===== config.mk =====
export PLATFORM = sky130hd
export DESIGN_NAME = cache_tag_ctrl
export DESIGN_NICKNAME = d
export VERILOG_FILES = /design/src/rtl/cache_tag_ctrl_pkg.sv /design/src/rtl/cache_tag_valid_array.sv /design/src/rtl/cache_tag_ctrl.sv
export SDC_FILE = /design/constraint.sdc
export NUM_CORES = 1
export LEC_CHECK = 0
export BUFFER_PORTS_ARGS = -buffer_cell sky130_fd_sc_hd__buf_2
export CAP_MARGIN = 30
export CORE_UTILIZATION = 50
export CTS_CLUSTER_SIZE = 24
export DETAILED_ROUTE_END_ITERATION = 12
export GPL_ROUTABILITY_DRIVEN = 0
export PLACE_DENSITY_LB_ADDON = 0.15
export SYNTH_ARGS = -nofsm -noshare
export SYNTH_HDL_FRONTEND = slang
export SYNTH_SLANG_ARGS = --single-unit

===== constraint.sdc =====
create_clock -name clk -period 1.49 [get_ports clk]
set_input_delay 0.149 -clock clk [delete_from_list [all_inputs] [get_ports clk]]
set_output_delay 0.149 -clock clk [all_outputs]
set_load 0.1 [all_outputs]

===== src/rtl/cache_tag_ctrl_pkg.sv =====
// rtl/cache_tag_ctrl_pkg.sv - shared state codes and geometry for the cache tag controller
package cache_tag_ctrl_pkg;

    localparam int DEF_INDEX_BITS = 3;
    localparam int DEF_ADDR_BITS  = 5;
    localparam int DEF_TAG_BITS   = DEF_ADDR_BITS - DEF_INDEX_BITS;

    // Sequencer state codes; these values are visible on the state port.
    typedef enum logic [3:0] {
        ST_IDLE       = 4'd0,
        ST_COMPARE    = 4'd1,
        ST_READ_HIT   = 4'd2,
        ST_MEM_READ   = 4'd3,
        ST_FILL       = 4'd4,
        ST_CACHE_READ = 4'd5,
        ST_WRITE      = 4'd6,
        ST_DONE       = 4'd7
    } state_t;

endpackage


===== src/rtl/cache_tag_valid_array.sv =====
// rtl/cache_tag_valid_array.sv - tag and valid storage for a direct-mapped cache
//
// Ports:
//   clk, rst   : clock and asynchronous active-high reset (clears all tags and valids)
//   i_we       : write enable; stores i_tag and sets valid at i_index
//   i_index    : line index for both read and write
//   i_tag      : tag to store
//   o_tag      : stored tag at i_index (combinational)
//   o_valid    : valid bit at i_index (combinational)
module cache_tag_valid_array #(
    parameter int INDEX_BITS = 3,
    parameter int TAG_BITS   = 2
) (
    input  logic                  clk,
    input  logic                  rst,
    input  logic                  i_we,
    input  logic [INDEX_BITS-1:0] i_index,
    input  logic [TAG_BITS-1:0]   i_tag,
    output logic [TAG_BITS-1:0]   o_tag,
    output logic                  o_valid
);

    localparam int LINES = 2 ** INDEX_BITS;

    logic [TAG_BITS-1:0] r_tag [LINES];
    logic [LINES-1:0]    r_valid;

    always_ff @(posedge clk or posedge rst) begin
        if (rst) begin
            for (int i = 0; i < LINES; i++) begin
                r_tag[i] <= '0;
            end
            r_valid <= '0;
        end else if (i_we) begin
            r_tag[i_index]   <= i_tag;
            r_valid[i_index] <= 1'b1;
        end
    end

    assign o_tag   = r_tag[i_index];
    assign o_valid = r_valid[i_index];

endmodule


===== src/rtl/cache_tag_ctrl.sv =====
// rtl/cache_tag_ctrl.sv - hit detection and strobe sequencer for a write-through, write-allocate cache
//
// Ports:
//   clk, reset              : clock and asynchronous active-high reset
//   fulladdress             : CPU address; low INDEX_BITS are the index, the rest the tag
//   read_signal             : CPU read request (sampled in IDLE)
//   write_signal            : CPU write request (sampled in IDLE, wins over read)
//   state                   : current sequencer state code
//   hit                     : combinational tag match with a valid line
//   read_signal_cache       : read data RAM
//   write_signal_cache_out  : write CPU data into data RAM
//   write_signal_cache_mem  : write memory data into data RAM (line fill)
//   read_signal_memory      : read main memory
//   write_signal_memory     : write CPU data to main memory
module cache_tag_ctrl
    import cache_tag_ctrl_pkg::*;
#(
    parameter int INDEX_BITS = DEF_INDEX_BITS,
    parameter int ADDR_BITS  = DEF_ADDR_BITS
) (
    input  logic                 clk,
    input  logic                 reset,
    input  logic [ADDR_BITS-1:0] fulladdress,
    input  logic                 read_signal,
    input  logic                 write_signal,
    output logic [3:0]           state,
    output logic                 hit,
    output logic                 read_signal_cache,
    output logic                 write_signal_cache_out,
    output logic                 write_signal_cache_mem,
    output logic                 read_signal_memory,
    output logic                 write_signal_memory
);

    localparam int TAG_BITS = ADDR_BITS - INDEX_BITS;

    state_t                r_state;
    logic [INDEX_BITS-1:0] w_index;
    logic [TAG_BITS-1:0]   w_addr_tag;
    logic [TAG_BITS-1:0]   w_stored_tag;
    logic                  w_stored_valid;
    logic                  w_array_we;

    assign w_index    = fulladdress[INDEX_BITS-1:0];
    assign w_addr_tag = fulladdress[ADDR_BITS-1:INDEX_BITS];

    // Both fill and CPU write allocate the line, so either data-RAM write updates the tag.
    assign w_array_we = write_signal_cache_out | write_signal_cache_mem;

    cache_tag_valid_array #(
        .INDEX_BITS (INDEX_BITS),
        .TAG_BITS   (TAG_BITS)
    ) u_array (
        .clk     (clk),
        .rst     (reset),
        .i_we    (w_array_we),
        .i_index (w_index),
        .i_tag   (w_addr_tag),
        .o_tag   (w_stored_tag),
        .o_valid (w_stored_valid)
    );

    assign hit = w_stored_valid && (w_stored_tag == w_addr_tag);

    always_ff @(posedge clk or posedge reset) begin
        if (reset) begin
            r_state <= ST_IDLE;
        end else begin
            case (r_state)
                ST_IDLE: begin
                    if (write_signal) begin
                        r_state <= ST_WRITE;
                    end else if (read_signal) begin
                        r_state <= ST_COMPARE;
                    end
                end
                ST_COMPARE:    r_state <= hit ? ST_READ_HIT : ST_MEM_READ;
                ST_READ_HIT:   r_state <= ST_DONE;
                ST_MEM_READ:   r_state <= ST_FILL;
                ST_FILL:       r_state <= ST_CACHE_READ;
                ST_CACHE_READ: r_state <= ST_DONE;
                ST_WRITE:      r_state <= ST_DONE;
                ST_DONE:       r_state <= ST_IDLE;
                default:       r_state <= ST_IDLE;
            endcase
        end
    end

    assign state = r_state;

    // Moore decode straight from the state register so reset kills every strobe at once.
    assign read_signal_cache      = (r_state == ST_READ_HIT) || (r_state == ST_CACHE_READ);
    assign write_signal_cache_out = (r_state == ST_WRITE);
    assign write_signal_cache_mem = (r_state == ST_FILL);
    assign read_signal_memory     = (r_state == ST_MEM_READ);
    assign write_signal_memory    = (r_state == ST_WRITE);

endmodule


* Word-level counts from Yosys, hierarchy flattened
Cells that the tools add are included.
** Operators by class
- Equal/unequal tests :: 8
- Reductions and logical operators :: 6
- Bitwise gates (word level) :: 3
- $lt $le $gt $ge :: 4
- Multiplexer cells :: 14
** Operators with widths (number)
- 4-bit one-hot mux with 5 select lines :: 1
- 16-bit bitwise mux :: 1
- 4-bit by 3-bit equality test with 1-bit output, second input constant :: 3
- 4-bit by 2-bit equality test with 1-bit output, second input constant :: 2
- 4-bit two-way mux :: 2
- 8-bit OR :: 1
- 2-bit binary-select mux with 3-bit select :: 1
- 2-bit demux with 3-bit select :: 1
- 2-bit two-way mux :: 3
- 4-bit by 1-bit equality test with 1-bit output, second input constant :: 1
- 4-bit greater-or-equal comparator, second input constant :: 1
- 4-bit logical NOT :: 1
- 3-bit by 4-bit less-than comparator with 1-bit output, second input constant :: 1
- 4-bit by 1-bit less-than comparator with 1-bit output, second input constant :: 1
- 3-bit NOT with 4-bit output :: 1
- 1-bit binary-select mux with 3-bit select :: 1
- 1-bit demux with 3-bit select :: 1
- 3-bit by 1-bit greater-or-equal comparator with 1-bit output, second input constant :: 1
- 1-bit logical AND :: 3
- 1-bit two-way mux :: 3
- 3-bit inequality test, second input constant :: 1
- 3-bit OR reduction :: 1
- 2-bit equality test :: 1
- 1-bit logical OR :: 1
- 1-bit OR :: 1
** Word-level totals
- Logic and storage cells :: 45
- Bits of input ports :: 9
- Register bits after elaboration :: 28

* Longest topological paths before layout
- Depth after elaboration :: 8
- Depth in mapped cells :: 7
- Depth with buffers taken out :: 5

* By module
Synthesis repeated with hierarchy kept, for this count alone.
** Unflattened totals
- Cells, all modules :: 112
- Area, all modules :: 1505.2 um2
** Modules (own cells, without submodules)
- cache_tag_valid_array :: cells each 70, instances 1, sequential area each 600.6 um2, area each 1139.8 um2
- cache_tag_ctrl :: cells each 42, instances 1, sequential area each 75.1 um2, area each 365.4 um2

* Worst setup path after synthesis
Ideal clock, no wire load.
- Path type :: input-to-reg
- From :: input fulladdress[0]
- To :: register r_state[0], in the netlist state[0]
- Data arrival time :: 3.402 ns
- Setup time :: 0.232 ns
- Data required time :: 1.258 ns
- Cell stages on the path :: 7
- Slack :: -2.144 ns
- Buffers on the path :: 2
- Cell sequence :: buf_6 > buf_12 > mux2i_1 > mux4_2 > xnor2_1 > nor3_1 > a31oi_1
** Between the ends
- Word-level cells in the longest chain between the ends :: 8
** Ends and longest elaborated chain
- start, declared :: line cache_tag_ctrl.sv:23 : input logic [ADDR_BITS-1:0] fulladdress,
- 3-bit NOT with 4-bit output (implied by the code) :: line cache_tag_valid_array.sv:40 : assign o_tag = r_tag[i_index];
- 2-bit binary-select mux with 3-bit select :: line cache_tag_valid_array.sv:40
- 2-bit two-way mux (implied by the code) (2 in series) :: line cache_tag_valid_array.sv:40
- 2-bit equality test :: line cache_tag_ctrl.sv:63 : assign hit = w_stored_valid && (w_stored_tag == w_addr_tag);
- 1-bit logical AND * :: line cache_tag_ctrl.sv:63
- named net hit :: line cache_tag_ctrl.sv:27 : output logic hit,
- 1-bit two-way mux * :: line cache_tag_ctrl.sv:77 : ST_COMPARE: r_state <= hit ? ST_READ_HIT : ST_MEM_READ;
- 4-bit one-hot mux with 5 select lines * :: line cache_tag_ctrl.sv:69 : case (r_state)
- end signal, assigned :: line cache_tag_ctrl.sv:77
- end, declared :: line cache_tag_ctrl.sv:37 : state_t r_state;
The timed path passes the listed nets; every way through them passes the cells marked *. The select of a mux whose other input is x is not followed.
A chain may end at the register's enable or synchronous reset.

* Final worst setup path
- From :: register u_array.r_tag[4] in the netlist's numbering
- To :: output hit
** Between the ends
- Word-level cells in the longest chain between the ends :: 5
** Ends and longest elaborated chain
- start, declared :: line cache_tag_valid_array.sv:25 : logic [TAG_BITS-1:0] r_tag [LINES];
- start signal, assigned by index :: line cache_tag_valid_array.sv:35 : r_tag[i_index] <= i_tag;
- 2-bit binary-select mux with 3-bit select :: line cache_tag_valid_array.sv:40
- 2-bit two-way mux (implied by the code) (2 in series) :: line cache_tag_valid_array.sv:40
- 2-bit equality test :: line cache_tag_ctrl.sv:63
- 1-bit logical AND :: line cache_tag_ctrl.sv:63
- end, declared :: line cache_tag_ctrl.sv:27
Every way passes these cells. The select of a mux whose other input is x is not followed.

==> key figures <==
Status
  – Status: finished with violations
  – Failing checks: negative setup slack

Placement
  – Placed Cells: 161
  – Port-buffer cells: 17
  – Dpl hpwl: 2070 um

Global route
  – Number of global-route vias before repair: 957
  – Largest net degree at the start of global routing: 28
  – Global-route wire length before repair: 4730 um
  – Initial antenna violation count: 0
  – Grt ovf: 0
  – Total Routing Usage GR: 0.240

Timing
  – F_max: 0.478 GHz
  – Period minus WS final: 2090 ps
  – Final count of hold timing violations: 0
  – Setup Skew: 6.44 ps
  – RSZ-0062 raised after global routing: true
  – Final WS setup: -604 ps
  – Fin crit share: 1.41
  – Final slew viol count: 0
  – Final count of negative-setup-slack endpoints: 10

Yosys
  – Most frequent cell after synthesis: dfrtp_1
  – Synthesized area: 1350 um2
  – Post-synth top flop: dfrtp_1
  – Part of the Yosys area used for sequential elements: 0.501
  – Top cell type's share of synthesized area: 0.501
  – Syn nets: 120
  – Ys Warns: 0
  – Synth area leaders: dfrtp_1 50%, mux2_2 13%, mux2i_1 6.7%
  – Ys async rst share: 1.00
  – EDFF count, synth: 0
  – Post-synth top cells: 27 x dfrtp_1, 16 x mux2_2, 9 x mux2i_1
  – Post-synthesis instance total: 111
  – Area leader, netlist: dfrtp_1
  – Mean Syn Cell Area: 12.1 um2
  – Synthesized flop and latch total: 27
  – Synth unique cells: 27

Clocking
  – Clock buffer depth: 2
  – H-tree levels: 1
  – Clk_lat worst skew: 320 ps
  – Clock sink count: 27
  – CTS tree: built
  – CTS buffer count: 3
  – CTS clk-pin slew, worst paths: 140 ps
  – Root buffer cell: clkbuf_4

Pwr
  – Leakage power: 0.000853 uW
  – Max VDD drop: 2.28 mV
  – PD cells: 2380 nW/um2
  – Total Power: 4680 uW

Critical path
  – CP Launch Type: flop
  – Delay-heaviest family, CP: multiplexers
  – Crit end category: output pin
  – Crit-path cells: mux2i_1 -> mux4_2 -> xnor2_2 -> nor3_4 -> buf_12
  – Setup CP Type: reg2out
  – Slowest CP cell: mux4_2
  – Crit Path Max Fanout: 2
  – Max stage delay on crit path: 490 ps
  – WP data required: 1340 ps
  – Critical Path AT: 1940 ps
  – Sum of buffers and inverters on the critical path: 1

Floorplanning
  – # rows: 18
  – DIE WIDTH: 53.9 um
  – DIE HEIGHT: 53.9 um
  – Initial core utilization: 0.534
  – Num ports: 19
  – Die footprint: 2910 um2
  – Core box area: 2520 um2

Layout
  – Area Overhead vs Synth: 46.1%
  – Non-Filler Instances: 176
  – NumNets Final: 156
  – Fillers: 150
  – Share of layout cells above drive strength 1: 0.623
  – Final core occ: 0.781
  – Antenna cells: 0

Routing
  – Routed WL: 3010 um
  – DR iter-0 viols: 6
  – Post-DRT Antenna Nets: 0
  – DR vias: 971
  – # DRC: 0
  – First drt pass iteration count: 6
  – Routed wire per std cell: 17.1 um
  – Vias per cell: 5.52

Run
  – Max_cap viols: 0

Min path
  – Min-Delay Path Class: in2reg
layout make-up:
class	instances	area, um2	area share
Tap cell	30	37.5	0.0191
Multi-Input combinational cell	69	758	0.385
Timing Repair Buffer	42	433	0.220
Inverter	4	27.5	0.0140
Sequential cell	27	687	0.349
Clock buffer	4	26.3	0.0133
metrics by stage:
stage                     instance area [um2]  hold slack, ps  worst slack (ps)  TNS, ps
after floorplan                          1550             202              -746    -3800
after global placement                   1760             212              -272     -466
after detailed placement                 1760             222              -327     -585
after CTS                                1910             138              -583     -947
after global routing                     1970             189              -687    -1640
final                                    1970             164              -604     -958
repair_timing:
action,CTS,global route
setup buffers,6,4
hold buffers,1,0
resized for setup,13,7
setup endpoints to repair,11,15
hold endpoints to repair,27,0
pin swaps,4,6
cell usage in the layout (no fill, tap or decap), types with 4 or more instances in the layout:
master	n
buf_6	4
nand2b_1	4
mux2_2	10
buf_4	19
nor2_4	4
or2_2	4
dfrtp_1	24
mux2_4	6
buf_12	9
mux4_2	4
mux2i_1	9
buf_2	8
state kept, by name (all words and copies together) (netlist names):
| signal | cells |
|---|---|
| state | 3 |
| u_array.r_tag | 16 |
| u_array.r_valid | 8 |
path summary, 6_finish.rpt:
check                           cells after the start                        endpoint  slack [ps]                           start
max in group asynchronous                           4            state[0]$_DFFE_PP0P_         790                           reset
min in group asynchronous                           4   u_array.r_tag[14]$_DFFE_PP0P_         410                           reset
worst max-delay path                                5                             hit        -600    u_array.r_tag[4]$_DFFE_PP0P_
worst min-delay path                                3            state[1]$_DFFE_PP0P_         160                    write_signal
worst min register to register                      1  u_array.r_valid[4]$_DFFE_PP0P_         480  u_array.r_valid[4]$_DFFE_PP0P_
worst max register to register                      5            state[0]$_DFFE_PP0P_        -170    u_array.r_tag[4]$_DFFE_PP0P_
worst register-to-register path: cells and delay by family, from the launching register on:
| family | cells | cell delay (ps) |
|---|---|---|
| DFF | 1 | 410 |
| muxes | 2 | 590 |
| AOI/OAI and AO/OA | 1 | 130 |
| and+or+nand+nor | 1 | 250 |
| xor gates and xnor gates | 1 | 170 |
routing by layer:
| metal | track usage | routed length (um) |
|---|---|---|
| met1 | 0.298 | 1270 |
| met2 | 0.430 | 1650 |
| met3 | 0.0367 | 69 |
| met4 | 0.0614 | 15 |
| met5 | 0 | 0 |
where the power goes:
part	internal, uW	switching (uW)	total (uW)
clock	105	208	312
combinational	1340	1640	2980
sequential	1110	282	1390
total	2550	2130	4680
logic make-up (layout without fill, tap and decap cells):
logic type / count (synthesis) / after routing / synth area share
flip-flops: 27 / 27 / 0.501
AND/OR/NAND/NOR: 29 / 29 / 0.114
XOR/XNOR: 2 / 2 / 0.0130
other: 1 / 1 / 0.00278
buffers and inverters: 15 / 50 / 0.0659
multiplexers: 29 / 29 / 0.267
AO/OA/AOI/OAI: 8 / 8 / 0.0353
Power figures use the tool's default switching activity.
